**src/rtl/filter_coef_loader.sv**
```systemverilog
// filter_coef_loader
//   Coefficient controller for a TAPS-tap FIR filter. Holds NBANK coefficient
//   banks written by a host, streams a requested bank into the filter's
//   coefficient write port, and mutes the sample stream while coefficients
//   are changing and while the filter pipeline flushes.
//
// Ports
//   clk, reset           clock; asynchronous active-high reset
//   cfg_we/bank/idx/data host write into bank storage
//   cfg_err              1-cycle pulse: host write rejected
//   load_req/load_bank   level request to load a bank into the filter
//   load_ack             1-cycle pulse: request accepted (also LOAD cycle 0)
//   busy                 high during LOAD and FLUSH
//   done                 1-cycle pulse: load + flush complete
//   coef_valid           filter holds a completely loaded bank
//   h_write/h_idx/h_data filter coefficient write port
//   x_in_src / x_in_flt  sample in / muted sample out (combinational)
module filter_coef_loader #(
    parameter int TAPS      = 32,
    parameter int IDX_W     = 5,
    parameter int DW        = 16,
    parameter int NBANK     = 4,
    parameter int BANK_W    = 2,
    parameter int FLUSH_CYC = 38
) (
    input  logic              clk,
    input  logic              reset,
    input  logic              cfg_we,
    input  logic [BANK_W-1:0] cfg_bank,
    input  logic [IDX_W-1:0]  cfg_idx,
    input  logic [DW-1:0]     cfg_data,
    output logic              cfg_err,
    input  logic              load_req,
    input  logic [BANK_W-1:0] load_bank,
    output logic              load_ack,
    output logic              busy,
    output logic              done,
    output logic              coef_valid,
    output logic              h_write,
    output logic [IDX_W-1:0]  h_idx,
    output logic [DW-1:0]     h_data,
    input  logic [DW-1:0]     x_in_src,
    output logic [DW-1:0]     x_in_flt
);
    localparam int CNT_W = $clog2(FLUSH_CYC + 1);
    localparam logic [IDX_W:0]   TAPS_L   = TAPS[IDX_W:0];
    localparam logic [IDX_W-1:0] LAST_IDX = IDX_W'(TAPS - 1);
    localparam logic [CNT_W-1:0] FLUSH_L  = CNT_W'(FLUSH_CYC);

    typedef enum logic [1:0] {S_IDLE, S_LOAD, S_FLUSH} state_t;

    state_t             state_q, state_d;
    logic [BANK_W-1:0]  bank_q, bank_d;
    logic [CNT_W-1:0]   cnt_q, cnt_d;
    logic               load_ack_q, load_ack_d;
    logic               cfg_err_q, cfg_err_d;
    logic               done_q, done_d;
    logic               busy_q, busy_d;
    logic               coef_valid_q, coef_valid_d;
    logic               h_write_q, h_write_d;
    logic [IDX_W-1:0]   h_idx_q, h_idx_d;
    logic [DW-1:0]      h_data_q, h_data_d;
    logic [DW-1:0]      mem_q [NBANK][TAPS];

    logic idx_ok, wr_ok, fwd0;

    // A write to the bank currently being streamed would tear the set, so it
    // is refused; every other in-range write lands.
    assign idx_ok = ({1'b0, cfg_idx} < TAPS_L);
    assign wr_ok  = cfg_we && idx_ok && !(state_q == S_LOAD && cfg_bank == bank_q);
    // Same-edge host write to tap 0 of the bank being accepted: stream the new word.
    assign fwd0   = cfg_we && (cfg_bank == load_bank) && (cfg_idx == '0);

    always_ff @(posedge clk or posedge reset) begin
        if (reset) begin
            for (int b = 0; b < NBANK; b++)
                for (int t = 0; t < TAPS; t++)
                    mem_q[b][t] <= '0;
        end else if (wr_ok) begin
            mem_q[cfg_bank][cfg_idx] <= cfg_data;
        end
    end

    always_ff @(posedge clk or posedge reset) begin
        if (reset) begin
            state_q      <= S_IDLE;
            bank_q       <= '0;
            cnt_q        <= '0;
            load_ack_q   <= 1'b0;
            cfg_err_q    <= 1'b0;
            done_q       <= 1'b0;
            busy_q       <= 1'b0;
            coef_valid_q <= 1'b0;
            h_write_q    <= 1'b0;
            h_idx_q      <= '0;
            h_data_q     <= '0;
        end else begin
            state_q      <= state_d;
            bank_q       <= bank_d;
            cnt_q        <= cnt_d;
            load_ack_q   <= load_ack_d;
            cfg_err_q    <= cfg_err_d;
            done_q       <= done_d;
            busy_q       <= busy_d;
            coef_valid_q <= coef_valid_d;
            h_write_q    <= h_write_d;
            h_idx_q      <= h_idx_d;
            h_data_q     <= h_data_d;
        end
    end

    always_comb begin
        state_d      = state_q;
        bank_d       = bank_q;
        cnt_d        = cnt_q;
        load_ack_d   = 1'b0;
        done_d       = 1'b0;
        coef_valid_d = coef_valid_q;
        h_write_d    = 1'b0;
        h_idx_d      = h_idx_q;
        h_data_d     = h_data_q;
        cfg_err_d    = cfg_we && !wr_ok;
        case (state_q)
            S_IDLE: begin
                if (load_req) begin
                    // Tap 0 is driven together with the ack.
                    state_d      = S_LOAD;
                    bank_d       = load_bank;
                    load_ack_d   = 1'b1;
                    coef_valid_d = 1'b0;
                    h_write_d    = 1'b1;
                    h_idx_d      = '0;
                    h_data_d     = fwd0 ? cfg_data : mem_q[load_bank][0];
                end
            end
            S_LOAD: begin
                if (h_idx_q == LAST_IDX) begin
                    state_d = S_FLUSH;
                    cnt_d   = '0;
                end else begin
                    h_write_d = 1'b1;
                    h_idx_d   = h_idx_q + 1'b1;
                    h_data_d  = mem_q[bank_q][h_idx_q + 1'b1];
                end
            end
            S_FLUSH: begin
                // Counting 0..FLUSH_CYC inclusive gives the accept-to-done
                // latency of 1 + TAPS + FLUSH_CYC edges.
                if (cnt_q == FLUSH_L) begin
                    state_d      = S_IDLE;
                    done_d       = 1'b1;
                    coef_valid_d = 1'b1;
                end else begin
                    cnt_d = cnt_q + 1'b1;
                end
            end
            default: state_d = S_IDLE;
        endcase
        busy_d = (state_d != S_IDLE);
    end

    assign cfg_err    = cfg_err_q;
    assign load_ack   = load_ack_q;
    assign busy       = busy_q;
    assign done       = done_q;
    assign coef_valid = coef_valid_q;
    assign h_write    = h_write_q;
    assign h_idx      = h_idx_q;
    assign h_data     = h_data_q;
    assign x_in_flt   = (state_q == S_IDLE && coef_valid_q) ? x_in_src : '0;
endmodule

```
**config.mk**
```make
export PLATFORM = sky130hd
export DESIGN_NAME = filter_coef_loader
export DESIGN_NICKNAME = d
export VERILOG_FILES = /design/src/rtl/filter_coef_loader.sv
export SDC_FILE = /design/constraint.sdc
export NUM_CORES = 2
export LEC_CHECK = 0
export CORE_UTILIZATION = 60
export CTS_CLUSTER_SIZE = 12
export DETAILED_ROUTE_END_ITERATION = 16
export PLACE_DENSITY_LB_ADDON = 0.2
export SLEW_MARGIN = 20
export SYNTH_ARGS = -nofsm -noshare
export SYNTH_HDL_FRONTEND = slang
export SYNTH_SLANG_ARGS = --single-unit
```
**constraint.sdc**
```tcl
create_clock -name clk -period 154.5 [get_ports clk]
set_input_delay 15.45 -clock clk [delete_from_list [all_inputs] [get_ports clk]]
set_output_delay 15.45 -clock clk [all_outputs]
set_load 0.01 [all_outputs]
```
==> results.txt <==
The run finished with clean final reports. Worst hold path startpoint: mem_q[1248]. Measured along the x axis, the die boundary spans 401.5 µm. The synthesized design devotes to its leading area cell type 54.49% of total area.

The overall global routing resource usage is 33.29%, and the utilization after layout is 66.07%. For this block, the initial DRC count from the detailed router was 5359. The worst register-to-register path begins at bank_q[0].

Synthesis inferred 2085 register bits. In this run the post-CTS setup repair buffer count came out at 0. The top-level port count was 88; the number of clock buffers inserted by TritonCTS was 212. The filler cells instantiated in the layout total 10950.

Once the floorplan was initialized, standard cells occupied 60.45% of the core. The clock arrives with 0.03284 ns of skew. Master of the slowest instance on the critical path: sky130_fd_sc_hd__clkdlybuf4s50_1. The run gives 95750 µm² as the cell area after synthesis. The tools report the maximum clock frequency as 0.03110 GHz. For hold timing, the worst endpoint is mem_q[1248]. The congestion estimate from routability-driven global placement came to 0.9176.

The total power density per cell area works out to 14.14 nW/µm². The relative slew slack is 8.566%. The number of input and output port buffers inserted works out to 87.

The total wire length came out at 262.4 mm. The worst stage delay on the critical path works out to 0.56 ns. The post-route netlist has 51.10% of its cells at a drive strength greater than 1. The run gives 54.49% as the share of synthesized area occupied by flip-flops and latches.

The most common library cell in the layout ignoring fill and taps was sky130_fd_sc_hd__dfrtp_1. The clock network accounts for 33.6% of the total power. The final critical path takes up 20.81% of the cycle. The tools report the post-placement cell count as 7884. In the layout the commonest cells are sky130_fd_sc_hd__dfrtp_1, sky130_fd_sc_hd__mux2_2, sky130_fd_sc_hd__mux4_2. The detail route stage leaves a number of antenna-violating nets equal to 0. The first global-routing pass estimated 394.6 mm of wire. The internal portion of the total power is 1.030 mW. The H-tree generated during clock tree synthesis spans 4 levels. After floorplanning, the core was sized to cover 158400 µm². The routed layout has 55850 vias. The synthesized area per cell works out to 15.65 µm². By instance count, the cell type seen most on the critical path is sky130_fd_sc_hd__clkdlybuf4s50_1. After detailed routing, the average wire length per cell comes to 31.83 µm.

The number of search-and-repair iterations in the first detailed-routing pass was 5; the highest fanout seen on the critical path was 1. The clock drives 2085 sinks. For this design the total switching power over the nets is 0.4492 mW. Static leakage power: 48.97 nW. For the worst setup path, the data required time is 139.05 ns. The run gives 0 as the final count of pins violating max slew. The row count was 146. In this run switching power makes up 30.37% of total power. Yosys mapped a number of flops with a built-in enable equal to 0. Clock-pin slew was measured on the worst setup and hold paths at 0.06 ns. Clock root buffer master: sky130_fd_sc_hd__clkbuf_16. Number of failing hold endpoints at the final stage: 0. After clock tree synthesis, the repair step resized 0 gates. The layout-stage area growth over the synthesis result was 9.282%. The die is 401.5 µm tall. The biggest area contributor in the post-synthesis netlist is sky130_fd_sc_hd__dfrtp_1. The tools report the post-DP HPWL as 163.5 mm. Walking the worst path, the cells encountered are clkdlybuf4s50_1, and3_1, clkdlybuf4s50_1. The worst register-to-register path has a depth of 10. The slew at the pin closest to its max-slew limit is 1.337 ns.

For the overall power consumption, the log shows 1.479 mW. The run gives 42.5% as the sequential cell fraction of total power. The smallest clock period supported by the final layout is computed as 32.15 ns. The number of nets in the finished design was 6080; the number of cells in the finished layout apart from fillers was 8244.

The worst hold path belongs to the class flip-flop to flip-flop. The worst ir drop on vdd was 0.00001426 V. The run gives 0.85 ns as the clock latency on the worst-skew pair. At the worst endpoint, the arrival time is 16.70 ns. The fraction of registers with async set or reset after synthesis is 100.0%.

After global routing the overflow that remains totals 0. Synthesis instantiated 65 different standard cells from the library. TritonCTS built the clock tree.

Buffers inserted to repair hold after CTS numbered 0. The kind of critical path was primary input to output port. Hold path depth: 1.

Combinational logic burns 23.9% of the power. Max-cap violations in this run came to 0. In the routed layout, each cell is associated on average with a via count of 6.775. Setup total negative slack on the finished layout was measured at 0 ns. The number of synthesis warnings is 0, and the residual DRC count is 0. For the die area, the log shows 161200 µm². The number of buffers on the longest clock path is 3. The worst setup path is captured at an output port. Setup repair after global routing left no endpoint under its margin.

The run gives 0 as the number of setup violations in the final report. Across all register-to-register paths, the minimum setup slack is 148.54 ns. The most used flip-flop cell after synthesis is sky130_fd_sc_hd__dfrtp_1.

The maximum number of pins on one net before global-route repair is 183, and the via count of the first global-routing pass is 57790. Synthesis produced a netlist whose cell count is 6119. STA classifies the critical path startpoint as a primary input. By area the synthesized netlist is led by sky130_fd_sc_hd__dfrtp_1, sky130_fd_sc_hd__mux2_2, sky130_fd_sc_hd__mux4_2, sky130_fd_sc_hd__mux2i_1, sky130_fd_sc_hd__clkbuf_1. The number of antenna violations at the first check in global routing is 12.

Worst flop-to-flop path endpoint: h_data[8]. When the netlist entered floorplanning its net count stood at 6172.
## state kept, by name, summed over array words and instances (netlist names)
name and cells:
load_ack 1, h_write 1, mem_q 2048, h_idx 5, done 1, cnt_q 6
cfg_err 1, state_q 2, coef_valid 1, busy 1, bank_q 2, h_data 16
## power groups by stage
stage	registers [mW]	clock network, mW	logic (mW)
finish	0.629	0.497	0.354
global route	0.635	0.523	0.369
CTS	0.628	0.503	0.351
detailed placement	0.638	0	0.350
global placement	0.634	0	0.346
floorplan	0.626	0	0.251
## per-layer routing
metal | GRT usage (%) | vias up | part of all wire [%]
met5 | 0 | - | 0.034
met4 | 10.86 | 14 | 3.3
met3 | 9.544 | 478 | 9.8
met2 | 47.69 | 2207 | 44
met1 | 49.30 | 30610 | 43
li1 | - | 22540 | -
## cell families (layout without fill, tap and decap cells)
group                    count (synthesis)  after routing  share of synthesized area [%]
AND/OR/NAND/NOR                        489            489                          2.525
buffers and inverters                  568            619                          2.900
multiplexers                          2709           2709                          38.05
AO/OA/AOI/OAI                          250            250                          1.833
other                                    0              2                              0
XOR/XNOR                                10             10                        0.09932
flip-flops                            2085           2085                          54.49
adder cells (fa/ha/maj)                  8              8                         0.1045
## worst max-delay path by stage
stage / from / to / slack (ns) / cells after the start
after global routing: x_in_src[7] / x_in_flt[7] / 122.31 / 3
final: x_in_src[7] / x_in_flt[7] / 122.35 / 3
after detailed placement: x_in_src[7] / x_in_flt[7] / 122.33 / 3
after floorplan: reset / bank_q[0] / 80.15 / 1
after CTS: x_in_src[7] / x_in_flt[7] / 122.33 / 3
after global placement: x_in_src[7] / x_in_flt[7] / 122.37 / 3
## worst max-delay path, delay by kind of cell
family	cells	cell delay, ns
and+or+nand+nor	1	0.23
buffers and inverters	2	1.01
## area by class of cell
cell class | count | area [µm²] | area share (%)
Sequential cell | 2085 | 52190 | 49.87
Inverter | 12 | 52.55 | 0.05022
Tap cell | 2072 | 2592 | 2.478
Clock inverter | 29 | 362.8 | 0.3468
Timing Repair Buffer | 250 | 2210 | 2.112
Clock buffer | 328 | 6251 | 5.974
Antenna cell | 2 | 5.005 | 0.004783
Multi-Input combinational cell | 3466 | 40980 | 39.16
## synthesized netlist by cell type, types with 8 or more instances
master and instances:
sky130_fd_sc_hd__nor3b_1 9, sky130_fd_sc_hd__ha_1 8, sky130_fd_sc_hd__clkbuf_1 267, sky130_fd_sc_hd__buf_6 17, sky130_fd_sc_hd__a22o_1 16, sky130_fd_sc_hd__nand3_1 41
sky130_fd_sc_hd__mux4_1 9, sky130_fd_sc_hd__nor2b_1 15, sky130_fd_sc_hd__mux4_2 527, sky130_fd_sc_hd__mux2_1 13, sky130_fd_sc_hd__buf_2 191, sky130_fd_sc_hd__mux2i_1 117
sky130_fd_sc_hd__a221oi_1 15, sky130_fd_sc_hd__dfrtp_1 2085, sky130_fd_sc_hd__nand4_1 22, sky130_fd_sc_hd__inv_1 12, sky130_fd_sc_hd__nand2_1 141, sky130_fd_sc_hd__a22oi_1 58
sky130_fd_sc_hd__o21ai_0 36, sky130_fd_sc_hd__a211oi_1 11, sky130_fd_sc_hd__a2111oi_0 8, sky130_fd_sc_hd__and2_1 9, sky130_fd_sc_hd__buf_4 74, sky130_fd_sc_hd__nand2b_1 8
sky130_fd_sc_hd__o22ai_1 14, sky130_fd_sc_hd__a21oi_1 41, sky130_fd_sc_hd__nand2_2 10, sky130_fd_sc_hd__nor2_1 112, sky130_fd_sc_hd__mux2_2 2043, sky130_fd_sc_hd__nor2_2 53
sky130_fd_sc_hd__and3_1 25, sky130_fd_sc_hd__nor3_1 15
## stage by stage
| step | hold WS (ns) | instance area, µm² | worst slack, ns |
|---|---|---|---|
| after global placement | 0.4685 | 97910 | 122.37 |
| final | 0.4908 | 104600 | 122.35 |
| after floorplan | 0.4587 | 95750 | 80.15 |
| after global routing | 0.5037 | 104600 | 122.31 |
| after detailed placement | 0.4796 | 97930 | 122.33 |
| after CTS | 0.4927 | 104500 | 122.33 |
(Power assumes the default switching activity.)
